$ cat config.mk
export PLATFORM = sky130hd
export DESIGN_NAME = word_serializer
export DESIGN_NICKNAME = d
export VERILOG_FILES = /design/src/rtl/word_serializer_pkg.sv /design/src/rtl/serial_pend_reg.sv /design/src/rtl/word_serializer.sv
export SDC_FILE = /design/constraint.sdc
export NUM_CORES = 1
export LEC_CHECK = 0
export BUFFER_PORTS_ARGS = -buffer_cell sky130_fd_sc_hd__buf_2
export CAP_MARGIN = 20
export CORE_UTILIZATION = 35
export DETAILED_ROUTE_END_ITERATION = 7
export MAX_ROUTING_LAYER = met4
export PLACE_DENSITY = 0.65
export SETUP_SLACK_MARGIN = 0.2
export SLEW_MARGIN = 20
export SYNTH_ARGS = -nofsm -noshare
export SYNTH_HDL_FRONTEND = slang
export SYNTH_SLANG_ARGS = --single-unit
export TNS_END_PERCENT = 10
$ cat constraint.sdc
create_clock -name CLK -period 1.8 [get_ports CLK]
set_input_delay 0.45 -clock CLK [delete_from_list [all_inputs] [get_ports CLK]]
set_output_delay 0.45 -clock CLK [all_outputs]
set_load 0.01 [all_outputs]
$ cat src/rtl/word_serializer_pkg.sv
// Shared state encodings and counter-width helpers for the word serializer.
package word_serializer_pkg;

    localparam logic [1:0] StIdle  = 2'd0;
    localparam logic [1:0] StShift = 2'd1;
    localparam logic [1:0] StGap   = 2'd2;

    function automatic int unsigned bit_cnt_w(input int unsigned width);
        return (width < 2) ? 1 : $clog2(width);
    endfunction

    function automatic int unsigned gap_cnt_w(input int unsigned gap);
        return (gap == 0) ? 1 : $clog2(gap + 1);
    endfunction

endpackage

$ cat src/rtl/serial_pend_reg.sv
// One-entry holding register; a write and a read in the same cycle keep it full.
module serial_pend_reg #(
    parameter int unsigned WIDTH = 8
) (
    input  logic             CLK,
    input  logic             RESET,
    input  logic             wr_en,
    input  logic [WIDTH-1:0] wr_data,
    input  logic             rd_en,
    output logic [WIDTH-1:0] rd_data,
    output logic             full
);

    logic [WIDTH-1:0] data_q;
    logic             full_q;

    always_ff @(posedge CLK) begin
        if (RESET) begin
            full_q <= 1'b0;
        end else if (wr_en) begin
            full_q <= 1'b1;
        end else if (rd_en) begin
            full_q <= 1'b0;
        end
    end

    always_ff @(posedge CLK) begin
        if (wr_en) begin
            data_q <= wr_data;
        end
    end

    assign rd_data = data_q;
    assign full    = full_q;

endmodule

$ cat src/rtl/word_serializer.sv
// Parallel-to-serial front end: shifts WIDTH-bit words out one bit per cycle with frame markers.
module word_serializer
    import word_serializer_pkg::*;
#(
    parameter int unsigned WIDTH      = 8,
    parameter bit          LSB_FIRST  = 1'b1,
    parameter int unsigned GAP        = 0,
    parameter bit          IDLE_LEVEL = 1'b0
) (
    input  logic             CLK,
    input  logic             RESET,
    input  logic [WIDTH-1:0] in_data,
    input  logic             in_valid,
    output logic             in_ready,
    output logic             O,
    output logic             O_valid,
    output logic             O_first,
    output logic             O_last,
    output logic             busy
);

    localparam int unsigned CW = bit_cnt_w(WIDTH);
    localparam int unsigned GW = gap_cnt_w(GAP);
    localparam logic [CW-1:0] CntLast = CW'(WIDTH - 1);
    localparam logic [GW-1:0] GapLast = GW'((GAP == 0) ? 0 : GAP - 1);

    logic [1:0]       state_q, state_d;
    logic [CW-1:0]    cnt_q, cnt_d;
    logic [GW-1:0]    gap_q, gap_d;
    logic [WIDTH-1:0] shreg_q, shreg_d;
    logic             o_q, o_d, o_valid_q, o_valid_d, o_first_q, o_first_d, o_last_q, o_last_d;
    logic             accept, last_bit, load_pt;
    logic             pend_wr, pend_rd, pend_full;
    logic [WIDTH-1:0] pend_data;

    serial_pend_reg #(
        .WIDTH(WIDTH)
    ) u_pend (
        .CLK    (CLK),
        .RESET  (RESET),
        .wr_en  (pend_wr),
        .wr_data(in_data),
        .rd_en  (pend_rd),
        .rd_data(pend_data),
        .full   (pend_full)
    );

    assign in_ready = !RESET && !pend_full;
    assign busy     = (state_q != StIdle) || pend_full;

    always_comb begin
        accept   = in_valid && in_ready;
        last_bit = (state_q == StShift) && (cnt_q == CntLast);
        load_pt  = (state_q == StIdle) || (last_bit && (GAP == 0)) ||
                   ((state_q == StGap) && (gap_q == GapLast));
        state_d  = state_q;
        cnt_d    = cnt_q;
        gap_d    = gap_q;
        shreg_d  = shreg_q;
        pend_rd  = 1'b0;
        // Only a word loaded straight into the shifter bypasses the pending buffer.
        pend_wr  = accept && !(load_pt && !pend_full);
        if (load_pt) begin
            cnt_d = '0;
            gap_d = '0;
            if (pend_full) begin
                pend_rd = 1'b1;
                shreg_d = pend_data;
                state_d = StShift;
            end else if (accept) begin
                shreg_d = in_data;
                state_d = StShift;
            end else begin
                state_d = StIdle;
            end
        end else if (last_bit) begin
            state_d = StGap;
            gap_d   = '0;
        end else if (state_q == StShift) begin
            cnt_d   = cnt_q + CW'(1);
            shreg_d = LSB_FIRST ? {1'b0, shreg_q[WIDTH-1:1]} : {shreg_q[WIDTH-2:0], 1'b0};
        end else if (state_q == StGap) begin
            gap_d = gap_q + GW'(1);
        end
    end

    // Outputs are registered from next state so the first bit appears one cycle after load.
    always_comb begin
        o_valid_d = (state_d == StShift);
        o_d       = o_valid_d ? (LSB_FIRST ? shreg_d[0] : shreg_d[WIDTH-1]) : IDLE_LEVEL;
        o_first_d = o_valid_d && (cnt_d == '0);
        o_last_d  = o_valid_d && (cnt_d == CntLast);
    end

    always_ff @(posedge CLK) begin
        if (RESET) begin
            state_q   <= StIdle;
            cnt_q     <= '0;
            gap_q     <= '0;
            shreg_q   <= '0;
            o_q       <= IDLE_LEVEL;
            o_valid_q <= 1'b0;
            o_first_q <= 1'b0;
            o_last_q  <= 1'b0;
        end else begin
            state_q   <= state_d;
            cnt_q     <= cnt_d;
            gap_q     <= gap_d;
            shreg_q   <= shreg_d;
            o_q       <= o_d;
            o_valid_q <= o_valid_d;
            o_first_q <= o_first_d;
            o_last_q  <= o_last_d;
        end
    end

    assign O       = o_q;
    assign O_valid = o_valid_q;
    assign O_first = o_first_q;
    assign O_last  = o_last_q;

endmodule

# Word-level counts from Yosys, hierarchy flattened

Index checks and enable logic that the tools add are counted.
Widths: inputs -> output; s select.

Bits in registers: 27
Input port bits: 11
Word-level logic and storage cells: 62

Add/subtract/negate cells: 2
Eq/ne operators: 7
Multiplexer cells: 16
Bitwise operators: 3
Reduce and logical (&&, ||, !) cells: 23

Operator list:

| operator            | count |
|---|---|
| $mux 8              | 5 |
| $mux 3              | 3 |
| $logic_and 1x1->1   | 8 |
| $eq 3x3->1 const B  | 2 |
| $mux 1              | 6 |
| $reduce_bool 2->1   | 3 |
| $eq 2x1->1 const B  | 2 |
| $mux 2              | 2 |
| $add 3x1->3 const B | 1 |
| $logic_not 1->1     | 3 |
| $logic_not 3->1     | 1 |
| $logic_or 1x1->1    | 3 |
| $ne 3x2->1 const B  | 1 |
| $not 1->1           | 3 |
| $reduce_and 3->1    | 1 |
| $reduce_or 3->1     | 1 |
| $eq 2x2->1 const B  | 1 |
| $logic_not 2->1     | 1 |
| $ne 2x1->1 const B  | 1 |
| $reduce_and 2->1    | 1 |
| $reduce_or 2->1     | 1 |
| $add 1x1->1 const B | 1 |

# Logic depth before layout (Yosys ltp)

Depth in word-level cells: 9
Depth in mapped cells: 6

# By module

Synthesis repeated with hierarchy kept, for this count alone.

Cells, all modules: 129
Area total of the unflattened synthesis: 1214.9 um^2

Modules (own cells, without submodules):

| module          | instances | cells each | area an instance (um^2) |
|---|---|---|---|
| word_serializer | 1         | 117        | 935.9 |
| serial_pend_reg | 1         | 12         | 279.0 |

# Worst setup path after synthesis

No wires, ideal clock.

Kind: input-to-reg
Start: in RESET
End: reg u_pend.data_q[0] (netlist: u_pend.rd_data[0]), enable pin
Arrival: 1583 ps
Setup slack: -156 ps
Cell stages on the path: 5
Buffers on the path: 2
Path through: clkbuf_2 > nor2_1 > and2_1 > clkbuf_1 > nor2b_1

Cells in the longest elaborated chain, start to end: 4

RTL lines:

| item                   | RTL line              | RTL |
|---|---|---|
| start: declaration     | word_serializer.sv:11 | `input logic RESET,` |
| $logic_not 1->1        | word_serializer.sv:48 | `assign in_ready = !RESET && !pend_full;` |
| $logic_and 1x1->1      | word_serializer.sv:48 |  |
| via in_ready           | word_serializer.sv:14 | `output logic in_ready,` |
| $logic_and 1x1->1      | word_serializer.sv:52 | `accept = in_valid && in_ready;` |
| $logic_and 1x1->1      | word_serializer.sv:62 | `pend_wr = accept && !(load_pt && !pend_full);` |
| via pend_wr            | word_serializer.sv:33 | `logic pend_wr, pend_rd, pend_full;` |
| end signal: assignment | serial_pend_reg.sv:29 | `data_q <= wr_data;` |
| end: declaration       | serial_pend_reg.sv:14 | `logic [WIDTH-1:0] data_q;` |

The timed path passes the listed nets, and every way through them passes these cells.
A chain may end at the register's enable or synchronous reset.

# Worst setup path in the final report

Start: reg cnt_q[0]
End: reg o_q (netlist: O)

Cells in the longest elaborated chain, start to end: 8

RTL lines:

| item                           | RTL line               | RTL |
|---|---|---|
| start: declaration             | word_serializer.sv:28  | `logic [CW-1:0] cnt_q, cnt_d;` |
| start signal: assignment       | word_serializer.sv:107 | `cnt_q <= cnt_d;` |
| $eq 3x3->1 *                   | word_serializer.sv:53  | `last_bit = (state_q == StShift) && (cnt_q == CntLast);` |
| $logic_and 1x1->1 *            | word_serializer.sv:53  |  |
| $logic_or 1x1->1 (2 in series) | word_serializer.sv:54  | `load_pt = (state_q == StIdle) \|\| (last_bit && (GAP == 0)) \|\|` |
| $mux 2                         | word_serializer.sv:63  | `if (load_pt) begin` |
| $eq 2x1->1                     | word_serializer.sv:89  | `o_valid_d = (state_d == StShift);` |
| $not 1->1 (no line)            | n/a                    |  |
| $reduce_or 2->1 (no line)      | n/a                    |  |
| end signal: assignment         | word_serializer.sv:101 | `o_q <= IDLE_LEVEL;` |
| end signal: assignment         | word_serializer.sv:110 | `o_q <= o_d;` |
| end: declaration               | word_serializer.sv:31  | `logic o_q, o_d, o_valid_q, o_valid_d, o_first_q, o_first_d, o_last_q, o_last_d;` |

Mark *: on every way between the ends. The rest lies on a longest branch, timed or not. The select of a mux whose other input is x is not followed.

==> metrics <==
max incr delay on CP=420 ps; Mapped Area=0.00113 mm2; Pleak=0.532 nW; status=finished clean; first-pass GRT wire length=3950 um; area occupied by multi-input gates=528 um2; DRC=0; clock share of power=23.6%; Post-synth EDFFs=8; Mapped Cells=109; sequential area share after synthesis=54.9%; top cell type's share of synthesized area=33.7%; sequential cell area=631 um2; GRT Util Overall=15.6%; Power, Total=1.03 mW; Net Count, Synth=122; Hold Fails Final Rpt=0; Switch Pwr=0.239 mW; Slew HR=70.7%; Fillers=313; GR Overflow Total=0; Detailed Place HPWL=1740 um; routed wire length=2290 um; Slew Limit Fails=0; Final Cycle Share=92.2%; switching share of power=23.2%; Final nets=147; sequential share of power=63.6%; Final Util=46.4%; critical path class=reg2reg; syn_area_per_cell=10.4 um2; Layout area overhead=25.4%; worst slew pin tran=440 ps; RSZ-0062 raised after global routing=true; setup violators final=0; GP Congestion=0.784; DP Area=0.00130 mm2; Final Cell Area=0.00142 mm2; number of diodes=0; core area=0.00305 mm2; Worst Path Buf+Inv=0; Fmax=0.603 GHz; CP arrival=1860 ps; worst skew pair latency=310 ps; H-tree depth=1; clock skew=3.01 ps; Vias=889; # IOs=17; max cap viols=0; ys flop type=dfxtp_1; Pre-antenna DRT Iters=4; CTS max path bufs=2; Port Buffers=16; clock sink count=27; asr flop ratio synth=0%; most frequent cells in the layout=dfxtp_1 (15), buf_2 (15), nand2_1 (11); largest net degree at the start of global routing=15; number of global-route vias before repair=904; # rows=20; HP Class=in2reg; CTS tree=yes; setup TNS=0 ps; Crit. End Element=register; final critical-path required period=1660 ps; crit path cell chain=ha_4, ha_4, or3b_4, mux2i_1, o22ai_1, nor3b_2; initial antenna violation count=0; CP max FO=4; Initial Util=37.0%; cell internal pwr=0.792 mW; Antenna Nets Post-Route=0; routed len/inst=12.9 um; Synth Warn #=0; Seq cells post-synth=27; Comb pwr share=12.8%; Root Driver=clkbuf_4; Crit path max-delay family=simple AND/OR/NAND/NOR gates; Yosys cell types=31; PD cells=728 mW/mm2; Yosys top cell by area=dfxtp_1; Die H=58.8 um; share of cells above drive strength 1=33.8%; Critical Path Source Type=register; vias per cell=5.02; TritonCTS Buffers=3; Worst Path Required=2000 ps; CP max-delay cell=or3b_4; die area=0.00346 mm2; clk slew on worst S/H paths=120 ps; most area-consuming cells after synthesis=dfxtp_1 (34%), edfxtp_1 (21%), a22oi_1 (5.3%); worst vdd ir=0.430 mV; Die Wd=58.8 um; DR iter-0 viols=24; Most common cell on crit path=ha_4
[sequential cells by signal, indices dropped and copies added, names as in the netlist]
signal and count:
O 1, cnt_q 3, gap_q 1, O_valid 1
shreg_q 8, u_pend.rd_data 8, u_pend.full 1, O_first 1
O_last 1, state_q 2
[cells by family (layout without fill, tap and decap cells)]
family,Yosys count,count (layout),synth area share [%]
compound gates,26,26,16.7
xor+xnor,1,1,0.775
fa+ha+maj,2,2,2.21
buf+inv,12,36,4.10
flops,27,27,54.9
mux,1,1,0.886
simple gates,40,40,20.4
[metal layers]
layer / track usage [%] / up-vias / routed length (um)
li1: - / 442 / -
met4: 2.04 / 0 / 8
met3: 3.96 / 2 / 77
met2: 27.4 / 14 / 1190
met5: - / - / 0
met1: 18.5 / 431 / 1010
[layout make-up]
cell class / count / area share (%)
clock buffers: 4 / 1.86
repair buffers: 24 / 10.3
multi-input cells: 70 / 37.3
well taps: 44 / 3.89
flip-flops and latches: 27 / 44.5
inverters: 8 / 2.12
[Yosys cell counts (2+ instances only)]
master / instances
a211oi_1: 2
a21oi_1: 3
a22oi_1: 8
and2_1: 2
clkbuf_1: 3
dfxtp_1: 19
edfxtp_1: 8
ha_1: 2
inv_1: 8
nand2_1: 11
nand3_1: 2
nor2_1: 8
nor2b_1: 4
nor3_1: 4
nor3b_2: 2
o21ai_0: 3
o221ai_1: 6
[worst paths after layout]
kind	slack [ps]	start	endpoint	cells past startpoint
worst min register to register	480	gap_q	gap_q	2
worst max-delay path	140	cnt_q[0]	O	6
worst min-delay path	320	in_data[7]	u_pend.rd_data[7]	1
worst max register to register	140	cnt_q[0]	O	6
[stage by stage]
stage          hold slack (ps)  setup WS [ps]  std cells
2_1_floorplan              432            155        109
3_3_place_gp               447            110        170
3_5_place_dp               462           43.7        170
4_1_cts                    295            143        177
5_1_grt                    288           96.1        177
6_report                   317            141        177
[timing repair]
action | 4_1_cts | 5_1_grt
buffers inserted | 3 | 0
setup endpoints to repair | 19 | 20
hold buffers | 0 | 0
gates resized for setup | 10 | 7
pin swaps | 2 | 3
[power by group through the flow]
stage / registers (mW) / clock network [mW] / logic (mW)
5_1_grt: 0.659 / 0.290 / 0.147
6_report: 0.656 / 0.243 / 0.132
2_1_floorplan: 0.671 / 0 / 0.0763
4_1_cts: 0.656 / 0.265 / 0.128
3_3_place_gp: 0.672 / 0 / 0.116
3_5_place_dp: 0.672 / 0 / 0.121
[worst reg2reg max path, cell delays in order (launching register included)]
cell and delay, ps:
dfxtp_2 360, ha_4 160, ha_4 170, or3b_4 420, mux2i_1 180, o22ai_1 110, nor3b_2 160
(Power assumes the default switching activity.)
